`config.mk`:
```
export PLATFORM = sky130hd
export DESIGN_NAME = fir_seq_ctrl
export DESIGN_NICKNAME = d
export VERILOG_FILES = /design/src/rtl/fir_seq_ctrl.sv
export SDC_FILE = /design/constraint.sdc
export NUM_CORES = 1
export LEC_CHECK = 0
export CAP_MARGIN = 20
export CORE_ASPECT_RATIO = 1.25
export CORE_MARGIN = 3
export CORE_UTILIZATION = 35
export DETAILED_ROUTE_END_ITERATION = 12
export PLACE_DENSITY = 0.64
export SETUP_SLACK_MARGIN = 0.2
export SLEW_MARGIN = 20
export SYNTH_ARGS = -nofsm -noshare
export SYNTH_HDL_FRONTEND = slang
export SYNTH_SLANG_ARGS = --single-unit
```
`constraint.sdc`:
```
create_clock -name clk -period 8.1 [get_ports clk]
set_input_delay 1.62 -clock clk [delete_from_list [all_inputs] [get_ports clk]]
set_output_delay 1.62 -clock clk [all_outputs]
set_load 0.02 [all_outputs]
```
`src/rtl/fir_seq_ctrl.sv`:
```
// fir_seq_ctrl
// Sequencer and configuration controller sitting in front of the FIR filter.
// It keeps a shadow coefficient bank (written freely) and an active bank
// (driven onto the filter taps), forwards a valid/ready sample stream to the
// filter, injects N zero samples on request to flush the delay line, and
// swaps banks atomically while holding the filter in reset. The filter output
// is registered once towards the downstream consumer.
//
// Ports:
//   clk, rst           clock (rising edge), synchronous active-high reset
//   cfg_we/addr/data   shadow coefficient write (addresses above N ignored)
//   cfg_commit         copy shadow bank to active bank (via SWAP)
//   flush              inject N zero samples into the filter
//   s_data/valid/ready input sample stream
//   fir_din/vin        sample towards the filter
//   fir_b              active bank, tap i at [i*NB +: NB]
//   fir_rst_n          filter reset, active low
//   fir_dout/vout      filter output
//   m_data/valid       registered filter output
//   busy               high whenever the sequencer is not in RUN
//   smp_cnt            accepted input samples, wraps at 2^16
module fir_seq_ctrl #(
  parameter int NB = 12,
  parameter int N  = 10
) (
  input  logic                clk,
  input  logic                rst,
  input  logic                cfg_we,
  input  logic [3:0]          cfg_addr,
  input  logic [NB-1:0]       cfg_data,
  input  logic                cfg_commit,
  input  logic                flush,
  input  logic [NB-1:0]       s_data,
  input  logic                s_valid,
  output logic                s_ready,
  output logic [NB-1:0]       fir_din,
  output logic                fir_vin,
  output logic [(N+1)*NB-1:0] fir_b,
  output logic                fir_rst_n,
  input  logic [NB-1:0]       fir_dout,
  input  logic                fir_vout,
  output logic [NB-1:0]       m_data,
  output logic                m_valid,
  output logic                busy,
  output logic [15:0]         smp_cnt
);

  localparam logic [1:0] ST_INIT  = 2'd0;
  localparam logic [1:0] ST_RUN   = 2'd1;
  localparam logic [1:0] ST_FLUSH = 2'd2;
  localparam logic [1:0] ST_SWAP  = 2'd3;

  localparam int CW = (N > 1) ? $clog2(N) : 1;
  localparam logic [CW-1:0] CNT_LAST = CW'(N - 1);

  logic [1:0]    state;
  logic [CW-1:0] flush_cnt;
  logic          pending;
  logic [NB-1:0] shadow [N+1];
  logic [NB-1:0] active [N+1];

  // The handshake is gated by rst so that s_ready is already low in the
  // reset cycle itself, before the state register has returned to INIT.
  always_comb begin
    s_ready = (state == ST_RUN) && !rst;
    busy    = (state != ST_RUN) || rst;
  end

  // Flatten the active bank onto the filter tap bus.
  always_comb begin
    fir_b = '0;
    for (int i = 0; i <= N; i++) begin
      fir_b[i*NB +: NB] = active[i];
    end
  end

  // Main sequencer. Shadow writes and the output register run in every
  // state; the bank copy in SWAP reads the shadow value from before this
  // edge, so a write landing in the SWAP cycle misses the current copy.
  // A commit arriving on the last flush cycle is honoured directly rather
  // than through the pending flag, since SWAP clears that flag anyway.
  always_ff @(posedge clk) begin
    if (rst) begin
      state     <= ST_INIT;
      flush_cnt <= '0;
      pending   <= 1'b0;
      fir_din   <= '0;
      fir_vin   <= 1'b0;
      fir_rst_n <= 1'b0;
      m_data    <= '0;
      m_valid   <= 1'b0;
      smp_cnt   <= '0;
      for (int i = 0; i <= N; i++) begin
        shadow[i] <= '0;
        active[i] <= '0;
      end
    end else begin
      if (cfg_we && (int'(cfg_addr) <= N)) begin
        shadow[cfg_addr] <= cfg_data;
      end

      m_valid <= fir_vout & fir_rst_n;
      if (fir_vout) begin
        m_data <= fir_dout;
      end

      case (state)
        ST_INIT: begin
          fir_rst_n <= 1'b1;
          fir_vin   <= 1'b0;
          state     <= ST_RUN;
        end

        ST_RUN: begin
          fir_rst_n <= 1'b1;
          if (s_valid) begin
            fir_din <= s_data;
            fir_vin <= 1'b1;
            smp_cnt <= smp_cnt + 16'd1;
          end else begin
            fir_vin <= 1'b0;
          end
          if (cfg_commit) begin
            state <= ST_SWAP;
          end else if (flush) begin
            state     <= ST_FLUSH;
            flush_cnt <= '0;
          end
        end

        ST_FLUSH: begin
          fir_vin <= 1'b1;
          fir_din <= '0;
          if (flush_cnt == CNT_LAST) begin
            flush_cnt <= '0;
            state     <= (pending || cfg_commit) ? ST_SWAP : ST_RUN;
          end else begin
            flush_cnt <= flush_cnt + CW'(1);
            if (cfg_commit) begin
              pending <= 1'b1;
            end
          end
        end

        ST_SWAP: begin
          for (int i = 0; i <= N; i++) begin
            active[i] <= shadow[i];
          end
          fir_rst_n <= 1'b0;
          fir_vin   <= 1'b0;
          pending   <= 1'b0;
          state     <= ST_RUN;
        end

        default: begin
          state <= ST_INIT;
        end
      endcase
    end
  end

endmodule

```
---- After elaboration in Yosys (flattened, before gate mapping) ----
Memory sizes are Yosys's and may differ from the RTL's.
Cells that the tools add are included.
operators by class
  equality and inequality tests ........... 12
  reductions and logical operators ........ 17
  bitwise logic cells ..................... 12
  magnitude comparators ................... 1
  multiplexer cells ....................... 39
  add/subtract/negate cells ............... 2
operator list
  kind                                                                   number
  12-bit two-way mux                                                     13
  12-bit one-hot mux with 2 select lines                                 1
  16-bit by 1-bit adder with 16-bit output, second input constant        1
  4-bit two-way mux                                                      4
  1-bit two-way mux                                                      12
  2-bit != test, second input constant                                   6
  12-bit OR reduction                                                    1
  1-bit bitwise OR                                                       11
  2-bit two-way mux                                                      4
  4-bit one-hot mux with 2 select lines                                  1
  2-bit one-hot mux with 3 select lines                                  1
  2-bit AND reduction                                                    3
  3-bit AND reduction                                                    2
  2-bit nonzero test                                                     3
  4-bit by 1-bit adder with 4-bit output, second input constant          1
  2-bit equality test, second input constant                             2
  4-bit equality test, second input constant                             1
  4-bit <= comparator, second input constant                             1
  1-bit one-hot mux with 2 select lines                                  2
  2-bit OR reduction                                                     2
  3-bit != test, second input constant                                   1
  1-bit one-hot mux with 3 select lines                                  1
  2-bit by 1-bit equality test with 1-bit output, second input constant  1
  1-bit logical AND                                                      2
  other kinds (5)                                                        6
storage, ports and cells
  bits of input ports ..................... 47
  word-level logic and storage cells ...... 94
  memory bits (writable) .................. 264
  memories ................................ 2
  output and inout bits ................... 177
  flip-flop bits (word level) ............. 50
memory list
  name    depth  bits a word  rd ports  clocked after Yosys merged registers in  wr ports  RTL line  text
  active  11     12           11        0                                        11        60        logic [NB-1:0] active [N+1];
  shadow  11     12           11        0                                        11        59        logic [NB-1:0] shadow [N+1];

---- Logic depth before layout (Yosys ltp) ----
Gate-level depths: netlist (run 1).
  depth after elaboration ................. 7
  gate-level depth with buffers ........... 8

---- Least setup slack after synthesis (run 1) ----
Ideal clock, no wire load.
  path kind ............................... input port to flip-flop
  from .................................... input rst
  to ...................................... memory active[0][0] (enable)
  stages .................................. 3
  library setup time ...................... 0.435 ns
  buffers on the path ..................... 2
  data required time ...................... 7.665 ns
  path slack .............................. 3.820 ns
  arrival time ............................ 3.844 ns
  path through ............................ clkbuf_1 > clkbuf_1 > or2_2
RTL lines
  what                RTL line  text
  start: declaration  27        input logic rst,
  end: declaration    60

---- Worst setup path in the final report (run 1) ----
  from .................................... input rst
  to ...................................... output s_ready
on the way
  longest elaborated chain between the ends .. 2
RTL lines
  what               RTL line  text
  1-bit logical NOT  65        s_ready = (state == ST_RUN) && !rst;
  1-bit logical AND  65
  end: declaration   35        output logic s_ready,
No other way between the ends.

==> results.toml, run 1 <==
[routing]
drtPass1Iterations = 4
wl_um = 26000
route.detailed.drc = 0
drtIter0Drc = 423
wl_per_cell_um = 17.4
ant_nets = 0
vias = 6762
viasPerCell = 4.51

[min_path]
min_path_type = "flop to flop"

[timing]
slew_viol_final = 0
worst_clock_skew_ns = 0.00818
worst_pin_slew_ns = 0.945
hold_viol_final = 0
rsz0062_at_grt = "false"
setup_ws_ns = 3.33
min_period_ns = 4.77
relSlewSlack_pct = 37.0
totalNegativeSetupSlack_ns = 0
finalSetupViolCount = 0
clock.fmax_mhz = 210
post-route-period-util_pct = 58.9

[die]
die-area_sq_mm = 0.0366
rows = 75
core_sq_mm = 0.0337
io_pins = 224
die_y_um = 213
dieWidth_um = 172
start_util_pct = 35.7

[grt]
grt_antenna_before_repair = 4
grtUsageTotal_pct = 14.0
busiest_layer = "met2"
grt_pass1_vias = 6797
gr-total-overflow = 0
grt_util_met2_pct = 23.3
grt_pass1_wl_um = 39100
grt_start_max_net_pins = 121
use_met1_pct = 17.0
grt_util_met3_pct = 5.20

[power_and_ir_drop]
sw_frac_of_total_pct = 22.8
pwr-share-comb_pct = 9.9
pwr-share-seq_pct = 50.6
vdd_drop_max_v = 0.000191
clkPwrFrac_pct = 39.5
p_int_mw = 2.87
p_leak_nw = 5.78
finalPower_mw = 3.73
p_per_area_mw_per_mm2 = 237
p_switching_uw = 851

[synthesis]
synth_area_leader_cell = "edfxtp_1"
seq_area_frac_synth_pct = 73.3
async_reset_ff_share_pct = 0
syn-num-nets = 894
synthTopCellsByArea = "edfxtp_1, and2_1, dfxtp_1"
ys.flop_type = "edfxtp_1"
synth_edf_count = 252
synth_common_cells = "edfxtp_1, and2_1, dfxtp_1"
syn_area_per_cell_sq_um = 14.3
ys_seq_elements = 314
yosysWarnings = 0
syn_area_sq_mm = 0.0120
synth.most_common_cell = "edfxtp_1"
ys_types = 48
synth_top_area_share_pct = 62.9
syn_inst = 840

[clock_tree]
cts.path.max_buffers = 3
cts_sinks = 314
clk_transition_reported_paths_ns = 0.06
cts-root-buf = "clkbuf_16"
insertion_delay_ns = 0.55
htreeDepth = 1
numCtsBuffers = 31
cts_tree = "done"
cts_resized = 0
post-cts-setup-buffers = 0
holdBufCountCts = 0

[worst_setup_path]
cp.arrival_ns = 3.15
cp_top_family = "buffers and inverters"
crit_path_frequent_cell = "inv_1"
worstSetupEndpointType = "primary output"
path_buf_inv = 5
slowest_delay_ns = 0.60
critPathSlowestCell = "clkdlybuf4s50_1"
crit_chain = "buf_2, buf_4, inv_1, nand2_1, inv_1, clkdlybuf4s50_1"
crit_type = "input port to primary output"
crit_required_ns = 6.48
startpoint_type = "input port"
path_max_fanout = 34

[layout]
fillCellCount = 2950
final_layout_size_suffix_gt1_share_pct = 7.72
fin_nets = 1106
multiInputGateArea_sq_mm = 0.00296
diodes = 0
area_growth_syn_to_layout_pct = 30.7
seq_area_sq_mm = 0.00881
fin_util_pct = 46.6
fin_cells = 1498

[placed_design]
io_buffer_count = 223
dpl.cell_count = 1441
dp.final_hpwl_um = 17400
gp_congestion = 0.748
dp_slack_ns = 3.33

[run]
cap_violations = 0

[status]
status = "completed"
[power by group through the flow]
stage,logic [mW],clock network (mW),registers (mW)
final,0.368,1.47,1.89
after detailed placement,0.371,0,1.92
after global routing,0.395,1.57,1.89
after global placement,0.368,0,1.92
after CTS,0.372,1.52,1.89
after floorplan,0.101,0,1.99
[registers in the layout, summed over array words and instances (netlist names)]
| signal | cells |
|---|---|
| m_data | 12 |
| smp_cnt | 16 |
| fir_rst_n | 1 |
| fir_din | 12 |
| flush_cnt | 4 |
| shadow | 132 |
| state | 2 |
| fir_vin | 1 |
| pending | 1 |
| active | 132 |
| m_valid | 1 |
[worst paths after layout]
path	slack [ns]	start	end	cells past startpoint
worst max-delay path	3.33	rst	s_ready	6
worst min-delay path	0.47	pending$_SDFFE_PP0P_	pending$_SDFFE_PP0P_	2
worst max register to register	5.89	state[1]$_SDFFE_PP0P_	active[10][11]$_SDFFCE_PP0P_	3
worst min register to register	0.47	pending$_SDFFE_PP0P_	pending$_SDFFE_PP0P_	2
[metrics by stage]
step | hold WS, ns | area [sq um]
floorplan | 0.442 | 12000
global placement | 0.457 | 14600
detailed placement | 0.467 | 14600
CTS | 0.474 | 15700
global route | 0.509 | 15700
finish | 0.472 | 15700
[cell type report]
class	instances	area share, %
Clock inverter	18	1.37
Tap cell	423	3.37
Inverter	10	0.239
Sequential cell	314	56.1
Clock buffer	38	5.36
Timing Repair Buffer	233	14.7
Multi-Input combinational cell	462	18.9
[placed cells by master, fill, tap and decap left out, types with 3 or more instances in the layout]
master / count
clkbuf_8: 4
inv_1: 10
or4_1: 3
o21ai_2: 4
or3_1: 5
a22oi_1: 11
nand2_1: 12
xnor2_1: 4
mux2i_1: 24
bufinv_16: 4
a21oi_1: 11
o21ai_0: 6
nor2_1: 61
inv_6: 3
nand2b_1: 4
or2_2: 3
xor2_1: 6
clkinvlp_4: 3
clkbuf_1: 3
nor2b_1: 15
edfxtp_1: 252
clkdlybuf4s50_1: 222
and2_1: 240
mux2_2: 3
nand4_1: 4
and3_1: 3
ha_1: 7
dfxtp_1: 62
clkinv_2: 4
clkbuf_16: 31
buf_4: 9
nand3_1: 10
[worst reg2reg max path: cells and delay by family (launching register included)]
family                   cells  cell delay, ns
adder cells (fa/ha/maj)      1            0.27
buffers and inverters        1            0.69
flip-flops                   1            0.41
AND/OR/NAND/NOR              1            0.46
[layer usage]
layer | wire length, um | vias up
li1 | - | 3319
met1 | 10500 | 3169
met2 | 12400 | 222
met3 | 2420 | 46
met4 | 666 | 6
met5 | 47 | -
[kinds of logic (layout without fill, tap and decap cells)]
logic type,after synthesis,count (layout),share of synthesized area (%)
and+or+nand+nor,378,378,18.6
DFF,314,314,73.3
buffers and inverters,64,299,2.33
AOI/OAI and AO/OA,40,40,2.07
muxes,27,27,2.28
xor gates and xnor gates,10,10,0.729
adders and majority gates,7,7,0.729
Note: power is estimated with default switching activity, not from simulation.
==> inputs of run 2 (changes only) <==
==> constraint.sdc (replaced) <==
create_clock -name clk -period 4.45 [get_ports clk]
set_input_delay 0.89 -clock clk [delete_from_list [all_inputs] [get_ports clk]]
set_output_delay 0.89 -clock clk [all_outputs]
set_load 0.02 [all_outputs]
==> run 2 against run 1 <==
Worst hold slack better by 0.0037 ns; routed wire length up 3.0%; utilization down 0.085 points; setup slack worse by 2.0 ns; sequential share of layout area up 0.10 points; register-to-register slack worse by 3.5 ns; critical path type is now flop to primary output; largest cell class unchanged.
==> results.toml, run 2 (synthesis results as in run 1) <==
[status]
status = "completed"

[worst_setup_path]
crit_chain = "inv_1, ha_1, nand2_1, inv_1, clkdlybuf4s50_1"
cp.arrival_ns = 2.21
crit_path_frequent_cell = "inv_1"
critPathSlowestCell = "clkdlybuf4s50_1"
slowest_delay_ns = 0.60
cp_top_family = "buffers and inverters"
path_max_fanout = 9
startpoint_type = "flop"
path_buf_inv = 3
worstSetupEndpointType = "primary output"
crit_required_ns = 3.56
crit_type = "flop to primary output"

[clock_tree]
numCtsBuffers = 31
htreeDepth = 1
holdBufCountCts = 0
insertion_delay_ns = 0.56
cts_resized = 0
cts.path.max_buffers = 3
cts_sinks = 314
clk_transition_reported_paths_ns = 0.06
post-cts-setup-buffers = 0
cts_tree = "done"
cts-root-buf = "clkbuf_16"

[die]
io_pins = 224
start_util_pct = 35.7
core_sq_mm = 0.0337
rows = 75
die_y_um = 213
die-area_sq_mm = 0.0366
dieWidth_um = 172

[timing]
hold_viol_final = 0
post-route-period-util_pct = 69.6
relSlewSlack_pct = 38.1
clock.fmax_mhz = 323
rsz0062_at_grt = "false"
min_period_ns = 3.10
finalSetupViolCount = 0
worst_clock_skew_ns = 0.0214
slew_viol_final = 0
worst_pin_slew_ns = 0.929
totalNegativeSetupSlack_ns = 0

[layout]
layout_commonest_cell = "edfxtp_1"
fillCellCount = 2948
final_layout_size_suffix_gt1_share_pct = 6.59
multiInputGateArea_sq_mm = 0.00295
fin_nets = 1109
area_growth_syn_to_layout_pct = 30.4
final_cell_mix = "edfxtp_1, and2_1, clkdlybuf4s50_1"
seq_area_sq_mm = 0.00881
top_regs = "active x132, shadow x132, smp_cnt x16"

[run]
cap_violations = 0

[grt]
grt_antenna_before_repair = 3
grt_pass1_wl_um = 41000
grtUsageTotal_pct = 14.7
gr-total-overflow = 0
grt_start_max_net_pins = 133
grt_pass1_vias = 7079

[min_path]
min_path_type = "flop to flop"

[routing]
viasPerCell = 4.60
drtIter0Drc = 441
route.detailed.drc = 0
vias = 6915
ant_nets = 0
wl_per_cell_um = 17.8
drtPass1Iterations = 4
wl_um = 26800

[placed_design]
gp_congestion = 0.719
io_buffer_count = 223
dp.final_hpwl_um = 17700

[power_and_ir_drop]
vdd_drop_max_v = 0.000323
p_per_area_mw_per_mm2 = 430
p_leak_nw = 5.77
finalPower_mw = 6.74
==> run 2: cell count changes in the layout (fill, tap and decap cells not counted), moves of 2 or more <==
cell | before | now
buf_4 | 9 | 12
o21ai_2 | 4 | 0
clkbuf_1 | 3 | 6
o21ai_1 | 0 | 4
clkinv_2 | 4 | 2
clkbuf_8 | 4 | 0
clkinv_1 | 1 | 9
clkinvlp_4 | 3 | 0
==> run 2: through the flow <==
step | area [sq um] | setup WS (ns) | hold slack (ns) | instances | util [%]
after floorplan | 12000 | 0.900 | 0.442 | 840 | -
after global placement | 14700 | 1.36 | 0.457 | 1445 | 43.5
after detailed placement | 14700 | 1.26 | 0.469 | 1445 | 43.5
after CTS | 15700 | 1.28 | 0.479 | 1501 | 46.5
after global routing | 15700 | 1.23 | 0.518 | 1501 | 46.5
final | 15700 | 1.35 | 0.475 | 1502 | 46.5
==> run 2: worst reg2reg max path, stage by stage (launching register included) <==
cell	delay (ns)
dfxtp_1	0.35
inv_1	0.07
ha_1	0.35
nand4_1	0.20
nor2_1	0.29
nor4b_2	0.31
mux2_2	0.36
==> run 2: worst paths after layout <==
path,start,end,slack [ns],cells after the start
min reg2reg,pending$_SDFFE_PP0P_,pending$_SDFFE_PP0P_,0.48,2
max,state[1]$_SDFFE_PP0P_,s_ready,1.35,5
max reg2reg,state[1]$_SDFFE_PP0P_,smp_cnt[15]$_SDFFE_PP0P_,2.41,6
min,pending$_SDFFE_PP0P_,pending$_SDFFE_PP0P_,0.48,2
==> run 2: metal layers <==
| layer | vias to the layer above | part of all wire, % | track usage, % |
|---|---|---|---|
| met5 | - | 0.049 | 0 |
| met1 | 3298 | 41 | 18.4 |
| met3 | 46 | 8.3 | 4.69 |
| li1 | 3327 | - | - |
| met2 | 242 | 48 | 24.4 |
| met4 | 2 | 2.5 | 4.24 |
==> run 2: report_power, final <==
| group | switching, mW | internal (mW) | leakage [nW] |
|---|---|---|---|
| Combinational | 0.390 | 0.286 | 2.25 |
| Clock | 1.08 | 1.56 | 0.495 |
| Sequential | 0.0631 | 3.37 | 3.03 |
| Total | 1.53 | 5.22 | 5.77 |
==> run 2: cell type report <==
cell class | count | share of cell area [%]
sequential | 314 | 56.2
multi-input combinational | 462 | 18.8
timing repair buffer | 236 | 14.9
clock buffer | 37 | 5.09
tap | 423 | 3.38
clock inverter | 19 | 1.40
inverter | 10 | 0.239
antenna | 1 | 0.0160
==> inputs of run 3 (changes only) <==
==> constraint.sdc (replaced) <==
create_clock -name clk -period 2.9 [get_ports clk]
set_input_delay 0.58 -clock clk [delete_from_list [all_inputs] [get_ports clk]]
set_output_delay 0.58 -clock clk [all_outputs]
set_load 0.02 [all_outputs]
==> run 3 against run 2 <==
Global-route usage decreased by 0.30 points; design area is 0.40% higher; routed wire length fell by 0.38%; critical path type unchanged; sequential share of layout area is 0.22 points lower; total power grew 51%; via count barely moved; worst hold slack improved by 0.0015 ns; clock power rose by 48%; setup slack got worse by 0.72 ns; critical path depth decreased by 4; utilization grew 0.19 points; sequential power increased by 53%.
==> results.toml, run 3 (synthesis results as in run 1) <==
[power_and_ir_drop]
p_per_area_mw_per_mm2 = 648
vdd_drop_max_v = 0.000450
p_leak_nw = 5.82

[worst_setup_path]
path_buf_inv = 1
crit_required_ns = 2.32
crit_chain = "clkdlybuf4s50_1"
worstSetupEndpointType = "primary output"
slowest_delay_ns = 0.68
cp.arrival_ns = 1.69
cp_top_family = "buffers and inverters"
path_max_fanout = 5
critPathSlowestCell = "clkdlybuf4s50_1"
crit_type = "flop to primary output"
startpoint_type = "flop"

[routing]
route.detailed.drc = 0
drtPass1Iterations = 4
viasPerCell = 4.58
wl_um = 26700
ant_nets = 0
wl_per_cell_um = 17.7
drtIter0Drc = 446
vias = 6909

[timing]
slew_viol_final = 0
clock.fmax_mhz = 441
worst_pin_slew_ns = 0.816
hold_viol_final = 0
totalNegativeSetupSlack_ns = 0
worst_clock_skew_ns = 0.00672
finalSetupViolCount = 0
post-route-period-util_pct = 78.2
min_period_ns = 2.27
rsz0062_at_grt = "false"
relSlewSlack_pct = 45.5

[placed_design]
io_buffer_count = 223
dp.final_hpwl_um = 17800
gp_congestion = 0.740
dpl.cell_count = 1455

[die]
die_y_um = 213
io_pins = 224
start_util_pct = 35.7
dieWidth_um = 172
core_sq_mm = 0.0337
die-area_sq_mm = 0.0366
rows = 75

[grt]
grt_antenna_before_repair = 2
gr-total-overflow = 0
grt_start_max_net_pins = 105
grtUsageTotal_pct = 14.3
grt_pass1_wl_um = 40100
grt_pass1_vias = 6794

[run]
cap_violations = 0

[layout]
final_cell_mix = "edfxtp_1, and2_1, clkdlybuf4s50_1"
seq_area_sq_mm = 0.00881
fillCellCount = 2955
layout_commonest_cell = "edfxtp_1"
diodes = 0
fin_nets = 1119
final_layout_size_suffix_gt1_share_pct = 7.83
area_growth_syn_to_layout_pct = 31.0
fin_cells = 1509
multiInputGateArea_sq_mm = 0.00295
top_regs = "active x132, shadow x132, smp_cnt x16"

[clock_tree]
holdBufCountCts = 0
clk_transition_reported_paths_ns = 0.06
insertion_delay_ns = 0.55
cts_tree = "done"
htreeDepth = 1
cts.path.max_buffers = 3
numCtsBuffers = 31
cts-root-buf = "clkbuf_16"
cts_sinks = 314

[status]
status = "completed"

[min_path]
min_path_type = "flop to flop"
==> run 3: cell count changes in the layout (fill, tap and decap cells not counted), moves of 2 or more <==
cell	before	now
buf_4	12	21
clkbuf_1	6	2
clkdlybuf4s50_1	222	220
clkinvlp_2	0	3
dlymetal6s2s_1	0	2
==> run 3: repair_timing <==
| action | 4_1_cts | 5_1_grt |
|---|---|---|
| gates cloned | 0 | 0 |
| gates resized for setup | 1 | 2 |
| setup buffers | 0 | 0 |
| endpoints found under the setup margin | 2 | 2 |
==> run 3: worst reg2reg max path, stage by stage (launching register included) <==
cell and delay (ns):
dfxtp_1 0.41, ha_1 0.33, nor2b_4 0.41, buf_12 0.33, and2_1 0.31
==> run 3: final timing paths <==
| check | startpoint | to | slack, ns | depth (start not counted) |
|---|---|---|---|---|
| max | smp_cnt[9]$_SDFFE_PP0P_ | smp_cnt[9] | 0.63 | 1 |
| min | pending$_SDFFE_PP0P_ | pending$_SDFFE_PP0P_ | 0.48 | 2 |
| max reg2reg | state[1]$_SDFFE_PP0P_ | active[3][11]$_SDFFCE_PN0P_ | 0.98 | 4 |
| min reg2reg | pending$_SDFFE_PP0P_ | pending$_SDFFE_PP0P_ | 0.48 | 2 |
==> run 3: where the power goes <==
group / total (mW) / switching, mW / internal [mW]
Combinational: 1.04 / 0.597 / 0.445
Clock: 3.90 / 1.62 / 2.29
Sequential: 5.26 / 0.0966 / 5.17
==> run 3: layer usage <==
| layer | GRT usage, % | share of wire [%] |
|---|---|---|
| met1 | 17.7 | 41 |
| met2 | 24.7 | 49 |
| met3 | 4.43 | 8.0 |
| met4 | 3.53 | 1.7 |
| met5 | 0 | 0.075 |
==> run 3: final cells by class <==
class                   count  share of cell area [%]
clock buffers              33                    4.97
clock inverters            21                    1.30
inverters                  10                   0.238
multi-input cells         462                    18.7
flip-flops and latches    314                    55.9
well taps                 423                    3.36
repair buffers            246                    15.4
==> run 3: through the flow <==
step | hold slack [ns] | utilization (%) | setup WS [ns] | cell area, sq um | total power [mW]
CTS | 0.476 | 46.7 | 0.215 | 15700 | 10.4
detailed placement | 0.466 | 43.8 | 0.295 | 14700 | 6.43
global route | 0.506 | 46.7 | 0.533 | 15700 | 10.6
global placement | 0.453 | 43.8 | 0.353 | 14700 | 6.41
finish | 0.477 | 46.7 | 0.632 | 15700 | 10.2
floorplan | 0.442 | - | 0.311 | 12000 | 5.85
